--- config.mk ---
export PLATFORM = sky130hd
export DESIGN_NAME = mips_issue_unit
export DESIGN_NICKNAME = d
export VERILOG_FILES = /design/src/rtl/mips_pkg.sv /design/src/rtl/mips_regfile.sv /design/src/rtl/mips_issue_unit.sv
export SDC_FILE = /design/constraint.sdc
export NUM_CORES = 2
export LEC_CHECK = 0
export CAP_MARGIN = 10
export CORE_AREA = 2 2 390 392
export DETAILED_ROUTE_END_ITERATION = 7
export DIE_AREA = 0 0 392 394
export DONT_BUFFER_PORTS = 1
export PLACE_DENSITY_LB_ADDON = 0.25
export SETUP_SLACK_MARGIN = 0.3
export SLEW_MARGIN = 20
export SYNTH_ARGS = -nofsm -noshare
export SYNTH_HDL_FRONTEND = slang
export SYNTH_SLANG_ARGS = --single-unit
--- constraint.sdc ---
create_clock -name clk -period 44 [get_ports clk]
set_input_delay 8.8 -clock clk [delete_from_list [all_inputs] [get_ports clk]]
set_output_delay 8.8 -clock clk [all_outputs]
set_load 0.01 [all_outputs]
--- src/rtl/mips_pkg.sv ---
// Shared opcode/funct encodings, issue-unit state type and decode helpers.
package mips_pkg;

    localparam logic [5:0] OP_RTYPE = 6'h00;
    localparam logic [5:0] OP_BEQ   = 6'h04;
    localparam logic [5:0] OP_BNE   = 6'h05;
    localparam logic [5:0] OP_ADDI  = 6'h08;
    localparam logic [5:0] OP_ADDIU = 6'h09;
    localparam logic [5:0] OP_SLTI  = 6'h0A;
    localparam logic [5:0] OP_SLTIU = 6'h0B;
    localparam logic [5:0] OP_ANDI  = 6'h0C;
    localparam logic [5:0] OP_ORI   = 6'h0D;
    localparam logic [5:0] OP_XORI  = 6'h0E;
    localparam logic [5:0] OP_LUI   = 6'h0F;
    localparam logic [5:0] OP_LW    = 6'h23;
    localparam logic [5:0] OP_SW    = 6'h2B;

    localparam logic [5:0] FN_SLL   = 6'h00;
    localparam logic [5:0] FN_SRL   = 6'h02;
    localparam logic [5:0] FN_SRA   = 6'h03;
    localparam logic [5:0] FN_ADD   = 6'h20;
    localparam logic [5:0] FN_ADDU  = 6'h21;
    localparam logic [5:0] FN_SUB   = 6'h22;
    localparam logic [5:0] FN_SUBU  = 6'h23;
    localparam logic [5:0] FN_AND   = 6'h24;
    localparam logic [5:0] FN_OR    = 6'h25;
    localparam logic [5:0] FN_XOR   = 6'h26;
    localparam logic [5:0] FN_NOR   = 6'h27;
    localparam logic [5:0] FN_SLT   = 6'h2A;
    localparam logic [5:0] FN_SLTU  = 6'h2B;

    typedef enum logic [2:0] {
        S_IDLE,
        S_DECODE,
        S_EXEC,
        S_MEM,
        S_WB
    } state_t;

    function automatic logic op_is_legal(input logic [5:0] op);
        case (op)
            OP_RTYPE, OP_BEQ, OP_BNE, OP_ADDI, OP_ADDIU, OP_SLTI, OP_SLTIU,
            OP_ANDI, OP_ORI, OP_XORI, OP_LUI, OP_LW, OP_SW: return 1'b1;
            default: return 1'b0;
        endcase
    endfunction

    // Logical immediates are zero-extended; everything else sign-extends.
    function automatic logic [31:0] ext_imm(input logic [5:0] op, input logic [15:0] imm);
        case (op)
            OP_ANDI, OP_ORI, OP_XORI: return {16'h0000, imm};
            default:                  return {{16{imm[15]}}, imm};
        endcase
    endfunction

    function automatic logic op_writes_rt(input logic [5:0] op);
        case (op)
            OP_ADDI, OP_ADDIU, OP_ANDI, OP_ORI, OP_XORI, OP_LUI,
            OP_SLTI, OP_SLTIU, OP_LW: return 1'b1;
            default: return 1'b0;
        endcase
    endfunction

endpackage

--- src/rtl/mips_regfile.sv ---
// 32x32 register file: two read ports, one write port, one debug read port.
// Register 0 is never written and always reads as zero.
module mips_regfile (
    input  logic        i_clk,
    input  logic        i_rst,
    input  logic [4:0]  i_ra,
    input  logic [4:0]  i_rb,
    output logic [31:0] o_rda,
    output logic [31:0] o_rdb,
    input  logic        i_we,
    input  logic [4:0]  i_wa,
    input  logic [31:0] i_wd,
    input  logic [4:0]  i_dbg_addr,
    output logic [31:0] o_dbg_data
);

    logic [31:0] r_regs [32];

    // Array clear on reset; single write port with r0 writes dropped.
    always_ff @(posedge i_clk or posedge i_rst) begin
        if (i_rst) begin
            for (int unsigned i = 0; i < 32; i++) begin
                r_regs[i] <= '0;
            end
        end else if (i_we && (i_wa != 5'd0)) begin
            r_regs[i_wa] <= i_wd;
        end
    end

    assign o_rda      = (i_ra == 5'd0)       ? '0 : r_regs[i_ra];
    assign o_rdb      = (i_rb == 5'd0)       ? '0 : r_regs[i_rb];
    assign o_dbg_data = (i_dbg_addr == 5'd0) ? '0 : r_regs[i_dbg_addr];

endmodule

--- src/rtl/mips_issue_unit.sv ---
// Multi-cycle MIPS issue unit: accepts an instruction, decodes it, drives the
// external combinational ALU, performs lw/sw handshakes and writes back.
module mips_issue_unit
    import mips_pkg::*;
#(
    parameter int unsigned MEM_TIMEOUT = 16,
    parameter int unsigned ADDR_W      = 32
) (
    input  logic              clk,
    input  logic              rst,
    input  logic              instr_valid,
    output logic              instr_ready,
    input  logic [31:0]       instr,
    output logic [5:0]        alu_opcode,
    output logic [5:0]        alu_funct,
    output logic [4:0]        alu_shamt,
    output logic [31:0]       alu_rs_content,
    output logic [31:0]       alu_rt_content,
    output logic [31:0]       alu_imme32,
    input  logic [31:0]       alu_result,
    output logic              mem_req,
    output logic              mem_we,
    output logic [ADDR_W-1:0] mem_addr,
    output logic [31:0]       mem_wdata,
    input  logic              mem_ack,
    input  logic [31:0]       mem_rdata,
    output logic              done,
    output logic              err,
    output logic              br_taken,
    output logic [31:0]       br_offset,
    input  logic [4:0]        dbg_addr,
    output logic [31:0]       dbg_data
);

    localparam int unsigned CNT_W = (MEM_TIMEOUT > 1) ? $clog2(MEM_TIMEOUT) : 1;

    state_t             r_state;
    logic [31:0]        r_instr;
    logic [4:0]         r_dest;
    logic               r_wen;
    logic               r_illegal;
    logic [31:0]        r_result;
    logic [CNT_W-1:0]   r_cnt;

    logic [5:0]         w_op;
    logic [31:0]        w_rs_data;
    logic [31:0]        w_rt_data;
    logic               w_rf_we;
    logic               w_br_taken;
    logic               w_is_mem;

    assign w_op     = r_instr[31:26];
    assign w_rf_we  = (r_state == S_WB) && r_wen;
    assign w_is_mem = (alu_opcode == OP_LW) || (alu_opcode == OP_SW);

    assign w_br_taken = ((alu_opcode == OP_BEQ) && (alu_rs_content == alu_rt_content)) ||
                        ((alu_opcode == OP_BNE) && (alu_rs_content != alu_rt_content));

    mips_regfile u_regfile (
        .i_clk      (clk),
        .i_rst      (rst),
        .i_ra       (r_instr[25:21]),
        .i_rb       (r_instr[20:16]),
        .o_rda      (w_rs_data),
        .o_rdb      (w_rt_data),
        .i_we       (w_rf_we),
        .i_wa       (r_dest),
        .i_wd       (r_result),
        .i_dbg_addr (dbg_addr),
        .o_dbg_data (dbg_data)
    );

    // Issue FSM with all handshake, ALU and status outputs registered.
    always_ff @(posedge clk or posedge rst) begin
        if (rst) begin
            r_state        <= S_IDLE;
            r_instr        <= '0;
            r_dest         <= '0;
            r_wen          <= 1'b0;
            r_illegal      <= 1'b0;
            r_result       <= '0;
            r_cnt          <= '0;
            instr_ready    <= 1'b1;
            alu_opcode     <= '0;
            alu_funct      <= '0;
            alu_shamt      <= '0;
            alu_rs_content <= '0;
            alu_rt_content <= '0;
            alu_imme32     <= '0;
            mem_req        <= 1'b0;
            mem_we         <= 1'b0;
            mem_addr       <= '0;
            mem_wdata      <= '0;
            done           <= 1'b0;
            err            <= 1'b0;
            br_taken       <= 1'b0;
            br_offset      <= '0;
        end else begin
            case (r_state)
                S_IDLE: begin
                    if (instr_valid) begin
                        r_instr     <= instr;
                        instr_ready <= 1'b0;
                        r_state     <= S_DECODE;
                    end
                end
                S_DECODE: begin
                    alu_opcode     <= w_op;
                    alu_funct      <= r_instr[5:0];
                    alu_shamt      <= r_instr[10:6];
                    alu_rs_content <= w_rs_data;
                    alu_rt_content <= w_rt_data;
                    alu_imme32     <= ext_imm(w_op, r_instr[15:0]);
                    r_illegal      <= !op_is_legal(w_op);
                    if (w_op == OP_RTYPE) begin
                        r_dest <= r_instr[15:11];
                        r_wen  <= 1'b1;
                    end else begin
                        r_dest <= r_instr[20:16];
                        r_wen  <= op_writes_rt(w_op);
                    end
                    r_state <= S_EXEC;
                end
                S_EXEC: begin
                    r_result  <= alu_result;
                    br_offset <= alu_imme32 << 2;
                    br_taken  <= w_br_taken;
                    if (r_illegal) begin
                        r_wen   <= 1'b0;
                        done    <= 1'b1;
                        err     <= 1'b1;
                        r_state <= S_WB;
                    end else if (w_is_mem) begin
                        mem_req   <= 1'b1;
                        mem_we    <= (alu_opcode == OP_SW);
                        mem_addr  <= alu_result[ADDR_W-1:0];
                        mem_wdata <= alu_rt_content;
                        r_cnt     <= '0;
                        r_state   <= S_MEM;
                    end else begin
                        done    <= 1'b1;
                        r_state <= S_WB;
                    end
                end
                S_MEM: begin
                    // An ack in the final allowed cycle still completes normally.
                    if (mem_ack) begin
                        mem_req <= 1'b0;
                        if (!mem_we) begin
                            r_result <= mem_rdata;
                        end
                        done    <= 1'b1;
                        r_state <= S_WB;
                    end else if (r_cnt == CNT_W'(MEM_TIMEOUT - 1)) begin
                        mem_req <= 1'b0;
                        r_wen   <= 1'b0;
                        done    <= 1'b1;
                        err     <= 1'b1;
                        r_state <= S_WB;
                    end else begin
                        r_cnt <= r_cnt + 1'b1;
                    end
                end
                S_WB: begin
                    done        <= 1'b0;
                    err         <= 1'b0;
                    br_taken    <= 1'b0;
                    instr_ready <= 1'b1;
                    r_state     <= S_IDLE;
                end
                default: r_state <= S_IDLE;
            endcase
        end
    end

endmodule

* Word level (Yosys, flattened, before mapping)
Memories as Yosys holds them, arrays and structs flattened. Cells that the tools add are included.
Storage, ports and cells: memories 1, output and inout bits 247, logic and storage cells 181, register bits after elaboration 1315, bits in read-only memories 64, input bits 105
Cells by class: equal/unequal tests 31, bitwise gates (word level) 5, add/sub/neg operators 1, muxes and demuxes 53, reduce and logical (&&, ||, !) cells 31, $lt $le $gt $ge 5
Memory list:
- (name not given) | depth 64, width 1, rd ports 1, clocked after Yosys merged registers in 0, wr ports 0, line mips_pkg.sv:41 | case (op)
Operator list (count):
- $bwmux W1024 | 1
- $bmux W32 S5 | 3
- $mux W32 | 13
- $demux W32 S5 | 1
- $pmux W32 S2 | 1
- $eq A6 B4 Y1 const B | 8
- $eq A32 B32 Y1 | 1
- $ne A32 B32 Y1 | 1
- $ge A6 B6 Y1 const B | 4
- $not A5 Y6 | 4
- $eq A6 B6 Y1 const B | 3
- $ne A2 B2 Y1 const B | 9
- $mux W1 | 16
- $mux W4 | 4
- $logic_not A5 Y1 | 3
- $mux W3 | 5
- $eq A6 B3 Y1 const B | 2
- $pmux W3 S4 | 1
- $reduce_and A4 Y1 | 3
- $pmux W1 S3 | 3
- $reduce_and A3 Y1 | 3
- $reduce_or A9 Y1 | 1
- $pmux W4 S2 | 1
- $eq A3 B2 Y1 const B | 2
- other kinds (20) | 33

* Logic depth before layout (Yosys ltp)
depth in word-level cells 6, mapped depth 10, mapped depth without buffers 6

* Modules after synthesis
Synthesis repeated with hierarchy kept, for this count alone.
Unflattened totals: cell total of the unflattened synthesis 5202, area, all modules 74386.3 sq um
By module, submodules not included:
- mips_regfile | seq. area each 25624.6 sq um, area an instance 63554.7 sq um, cells an instance 4434, instances 1
- mips_issue_unit | seq. area each 6307.3 sq um, area an instance 10831.6 sq um, cells an instance 768, instances 1

* Worst setup path after synthesis
No wires, ideal clock.
path type input -> output, start in dbg_addr[0], end out dbg_data[10], stages 7, buffers on the path 3, data arrival time 10705 ps, slack 24495 ps, required time 35200 ps, path through clkbuf_1 -> buf_2 -> buf_2 -> mux4_2 -> mux4_2 -> nand2_1 -> o21ai_0
On the way: longest elaborated chain between the ends 5, elaborated cells on any way between the ends 6, classes of those cells mux: 4; bitwise: 1; reduce/logical: 1
Ends and longest elaborated chain:
- start: declaration | line mips_issue_unit.sv:31 | input logic [4:0] dbg_addr,
- $not A5 Y6 (not written as such) | line mips_regfile.sv:32 | assign o_dbg_data = (i_dbg_addr == 5'd0) ? '0 : r_regs[i_dbg_addr];
- $bmux W32 S5 | line mips_regfile.sv:32
- $mux W32 (not written as such) (2 in a row) | line mips_regfile.sv:32
- $mux W32 (*) | line mips_regfile.sv:32
- end: declaration | line mips_issue_unit.sv:32 | output logic [31:0] dbg_data
Mark *: on every way between the ends. The rest lies on a longest branch, timed or not. The select of a mux whose other input is x is not followed.

* Final worst setup path
start in dbg_addr[0], end out dbg_data[11]
The elaborated chain is that of the path after synthesis.

==> results by stage <==
Place:
- The placed wire-length estimate after detailed placement is 146000 µm.
- The number of buffers inserted by port buffering is 0.
- The placed cell area is 74000 µm².
- At the end of routability-driven placement, the weighted congestion stood at 0.868.

Floorplan:
- The floorplan step defined a die boundary enclosing 154000 µm².
- The horizontal die dimension is 392 µm.
- The number of cell rows is 143.
- 352 I/O pins were placed.
- The core area is 151000 µm².
- The y dimension of the die is 394 µm.
- The initial cell density of the core is 48.6%.

Synth:
- The post-synthesis cell type count is 60.
- The mapped netlist covers 73200 µm².
- In the synthesized netlist the dominant register cell turns out to be sky130_fd_sc_hd__dfrtp_1.
- Synthesis inferred 1276 register bits.
- The synthesized design contains 0 enable-type register cells.
- Of all flip-flops after synthesis, the portion carrying an async set or reset was 100%.
- The Yosys warning count is 0.
- The per-instance average area after synthesis is 14.4 µm².
- The post-synthesis instance total is 5088.
- The sequential cell area fraction in the yosys report is 43.6%.

Min path:
- The worst hold path belongs to the class reg -> reg.

STA:
- Setup repair after global routing left no endpoint under its margin.
- The highest achievable clock rate is 51.2 MHz.
- The number of failing setup endpoints in the final timing report is 0.
- For the final database, setup skew stands at 0.0453 ns.
- The final critical-path required period is 19.55 ns.
- Adding up every negative setup slack in the final design gives 0 ns.
- The number of pins exceeding their max-slew limit in the final report is 0.
- The relative slew slack is 16.2%.
- The final hold violation count is 0.
- The share of the clock period used by the worst path is 44.4%.
- The slew at the pin closest to its max-slew limit is 1.25 ns.

Clock network:
- The clock input transition at the sequential cells of the worst setup and hold paths is 0.06 ns.
- Clock tree synthesis inserted a total of 147 buffers.
- The clock latency of the later-clocked register in the worst-skew pair is 0.82 ns.
- The total setup buffers inserted after CTS is 0.
- The post-cts hold buffer count is 0.
- For this design, the sink count on the clock tree is 1276.
- The H-tree was split into 4 levels.
- The TritonCTS clock tree is done.
- Post-CTS repair changed the size of 0 cells.
- Clock tree synthesis selected as its root buffer the cell sky130_fd_sc_hd__clkbuf_16.
- In this run the deepest clock path goes through 3 buffers.

GRT:
- The number of antenna violations at the first check in global routing is 16.
- Global routing used 34.1% of the available tracks across all layers.
- Entering global routing, the biggest net connects 258 pins.
- The global-route wire length before repair is 375000 µm.
- The number of global-route vias before repair came to 49700.
- The remaining global-route overflow is 0.

Worst setup path:
- At the worst endpoint, the arrival time is 10.75 ns.
- The endpoint kind of the worst setup timing path is an output pin.
- Along the worst path, the maximum fanout reaches 257.
- The worst path required time is 35.20 ns.
- The kind of critical path is in -> out.
- The worst setup path is launched from a primary input.

Routing:
- The mean number of vias per cell is 7.15.
- The count of vias placed by the detailed router is 49500.
- In the routed design, unresolved DRC markers number 0.
- The first detailed-routing pass ran for 6 iterations.
- The routed length per instance is 37.9 µm.
- After detailed routing, the total wire length is 262000 µm.
- The count of nets left with antenna violations after detail routing is 0.
- The starting DRC count in detailed routing is 5741.

Power:
- The switching portion of total power is 41.3%.
- IR analysis of the VDD net gives a maximum drop of 0.0742 mV.
- The relative contribution of sequential cells to total power is 39.2%.
- The portion of total power attributed to combinational logic is 34.3%.
- In this run the static leakage power is 35.9 nW.
- The analysis attributes to net switching a power of 1.91 mW.
- Cell internal power was estimated by the tool at 2.72 mW.
- Dividing total power by cell area gives a power density of 58.8 nW/µm².
- Per report_power, the clock group accounts for 26.6% of the total.

Layout:
- The cell area after layout is 78900 µm².
- Cells with a size suffix above 1 make up 47.2% of the layout.
- At the end of the flow, the number of nets in the layout was 4875.
- The growth of design area from synthesis to finish is 7.70%.

Flow run:
- Across the run, the number of max-cap violations was 0.

Outcome:
- The run finished with clean final reports.
## per-stage QoR
| stage | utilization [%] | setup WS, ns | power (mW) | cells | hold slack, ns |
|---|---|---|---|---|---|
| 2_1_floorplan | - | 17.56 | 2.75 | 5089 | 0.458 |
| 4_1_cts | 52.3 | 24.52 | 4.60 | 6914 | 0.418 |
| 3_3_place_gp | 49.1 | 24.39 | 3.35 | 6650 | 0.396 |
| 3_5_place_dp | 49.1 | 24.54 | 3.37 | 6650 | 0.408 |
| 6_report | 52.4 | 24.45 | 4.64 | 6919 | 0.420 |
| 5_1_grt | 52.3 | 24.44 | 4.78 | 6915 | 0.436 |
## per-layer routing
layer	routed length, µm	global-route usage, %
met1	98700	44.9
met2	115000	49.7
met3	33300	12.6
met4	15000	16.7
met5	112	0
## cell usage in the layout (no fill, tap or decap), types with 7 or more instances in the layout
| master | n |
|---|---|
| sky130_fd_sc_hd__clkbuf_8 | 30 |
| sky130_fd_sc_hd__a211o_1 | 14 |
| sky130_fd_sc_hd__xor2_1 | 33 |
| sky130_fd_sc_hd__dfrtp_4 | 10 |
| sky130_fd_sc_hd__a21oi_1 | 128 |
| sky130_fd_sc_hd__nand4_1 | 19 |
| sky130_fd_sc_hd__nand2_4 | 19 |
| sky130_fd_sc_hd__dfrtp_1 | 1254 |
| sky130_fd_sc_hd__clkbuf_1 | 36 |
| sky130_fd_sc_hd__a32o_1 | 38 |
| sky130_fd_sc_hd__nand2_2 | 17 |
| sky130_fd_sc_hd__o21ai_0 | 95 |
| sky130_fd_sc_hd__buf_12 | 7 |
| sky130_fd_sc_hd__nor4_1 | 9 |
| sky130_fd_sc_hd__nor3_1 | 7 |
| sky130_fd_sc_hd__nor2_1 | 76 |
| sky130_fd_sc_hd__mux2i_1 | 332 |
| sky130_fd_sc_hd__mux2_4 | 37 |
| sky130_fd_sc_hd__a221o_1 | 17 |
| sky130_fd_sc_hd__clkinvlp_4 | 8 |
| sky130_fd_sc_hd__buf_4 | 111 |
| sky130_fd_sc_hd__o22ai_1 | 53 |
| sky130_fd_sc_hd__a22oi_1 | 26 |
| sky130_fd_sc_hd__mux2_2 | 1137 |
| sky130_fd_sc_hd__nand3_1 | 39 |
| sky130_fd_sc_hd__inv_1 | 39 |
| sky130_fd_sc_hd__nor2b_1 | 30 |
| sky130_fd_sc_hd__clkbuf_16 | 152 |
| sky130_fd_sc_hd__clkinv_2 | 20 |
| sky130_fd_sc_hd__nand2_1 | 187 |
| sky130_fd_sc_hd__mux4_2 | 700 |
| sky130_fd_sc_hd__a211oi_1 | 66 |
| sky130_fd_sc_hd__a221oi_1 | 11 |
| sky130_fd_sc_hd__dfrtp_2 | 11 |
| sky130_fd_sc_hd__o221ai_1 | 34 |
## layout make-up
type | instances | area (µm²)
Clock buffer | 218 | 4350
Multi-Input combinational cell | 3185 | 38400
Sequential cell | 1276 | 32000
Antenna cell | 5 | 12.5
Fill cell | 12600 | 71800
Timing Repair Buffer | 119 | 985
Clock inverter | 46 | 453
Inverter | 40 | 154
Tap cell | 2030 | 2540
## worst paths after layout
kind | startpoint | end | slack (ns) | cells after the start
max | dbg_addr[0] | dbg_data[11] | 24.45 | 6
min in group asynchronous | rst | r_instr[17] | 7.92 | 1
min reg2reg | u_regfile.r_regs[1003] | u_regfile.r_regs[1003] | 0.42 | 0
max in group asynchronous | rst | r_instr[21] | 32.88 | 4
max reg2reg | r_instr[21] | alu_rs_content[23] | 39.07 | 8
min | u_regfile.r_regs[1003] | u_regfile.r_regs[1003] | 0.42 | 0
## state kept, by name, summed over array words and instances (netlist names), 17 cells and up
signal and flops:
u_regfile.r_regs 1024, br_offset 17, mem_wdata 32, mem_addr 32, r_result 32, r_instr 32, alu_rt_content 32, alu_rs_content 32
## logic make-up (layout without fill, tap and decap cells)
group | Yosys count | count (layout) | share of synthesized area (%)
AOI/OAI and AO/OA | 497 | 497 | 4.51
xor gates and xnor gates | 34 | 34 | 0.407
adders and majority gates | 1 | 1 | 0.0171
buffers and inverters | 628 | 423 | 4.20
DFF | 1276 | 1276 | 43.6
muxes | 2206 | 2206 | 44.3
other | 1 | 7 | 0.00512
and+or+nand+nor | 445 | 445 | 2.94
## critical path: stages
cell                      delay (ns)
sky130_fd_sc_hd__mux4_2         0.53
sky130_fd_sc_hd__mux4_2         0.47
sky130_fd_sc_hd__inv_1          0.16
sky130_fd_sc_hd__o21ai_0        0.23
sky130_fd_sc_hd__buf_4          0.27
sky130_fd_sc_hd__buf_4          0.16
## power by group through the flow
stage | registers [mW] | logic [mW] | clock network [mW]
after detailed placement | 1.82 | 1.55 | 0
after global routing | 1.85 | 1.64 | 1.30
after floorplan | 1.56 | 1.20 | 0
after global placement | 1.82 | 1.54 | 0
final | 1.82 | 1.59 | 1.23
after CTS | 1.80 | 1.56 | 1.25
## cell usage after synthesis, types with 53 or more instances
| library cell | number | area [µm²] |
|---|---|---|
| sky130_fd_sc_hd__a211oi_1 | 66 | 495 |
| sky130_fd_sc_hd__a21oi_1 | 130 | 651 |
| sky130_fd_sc_hd__buf_1 | 75 | 282 |
| sky130_fd_sc_hd__buf_2 | 116 | 581 |
| sky130_fd_sc_hd__buf_4 | 57 | 428 |
| sky130_fd_sc_hd__clkbuf_1 | 292 | 1100 |
| sky130_fd_sc_hd__dfrtp_1 | 1275 | 31900 |
| sky130_fd_sc_hd__mux2_2 | 1137 | 12800 |
| sky130_fd_sc_hd__mux2i_1 | 332 | 3320 |
| sky130_fd_sc_hd__mux4_2 | 700 | 15800 |
| sky130_fd_sc_hd__nand2_1 | 207 | 777 |
| sky130_fd_sc_hd__nor2_1 | 80 | 300 |
| sky130_fd_sc_hd__o21ai_0 | 101 | 505 |
| sky130_fd_sc_hd__o22ai_1 | 53 | 332 |
(Power assumes the default switching activity.)
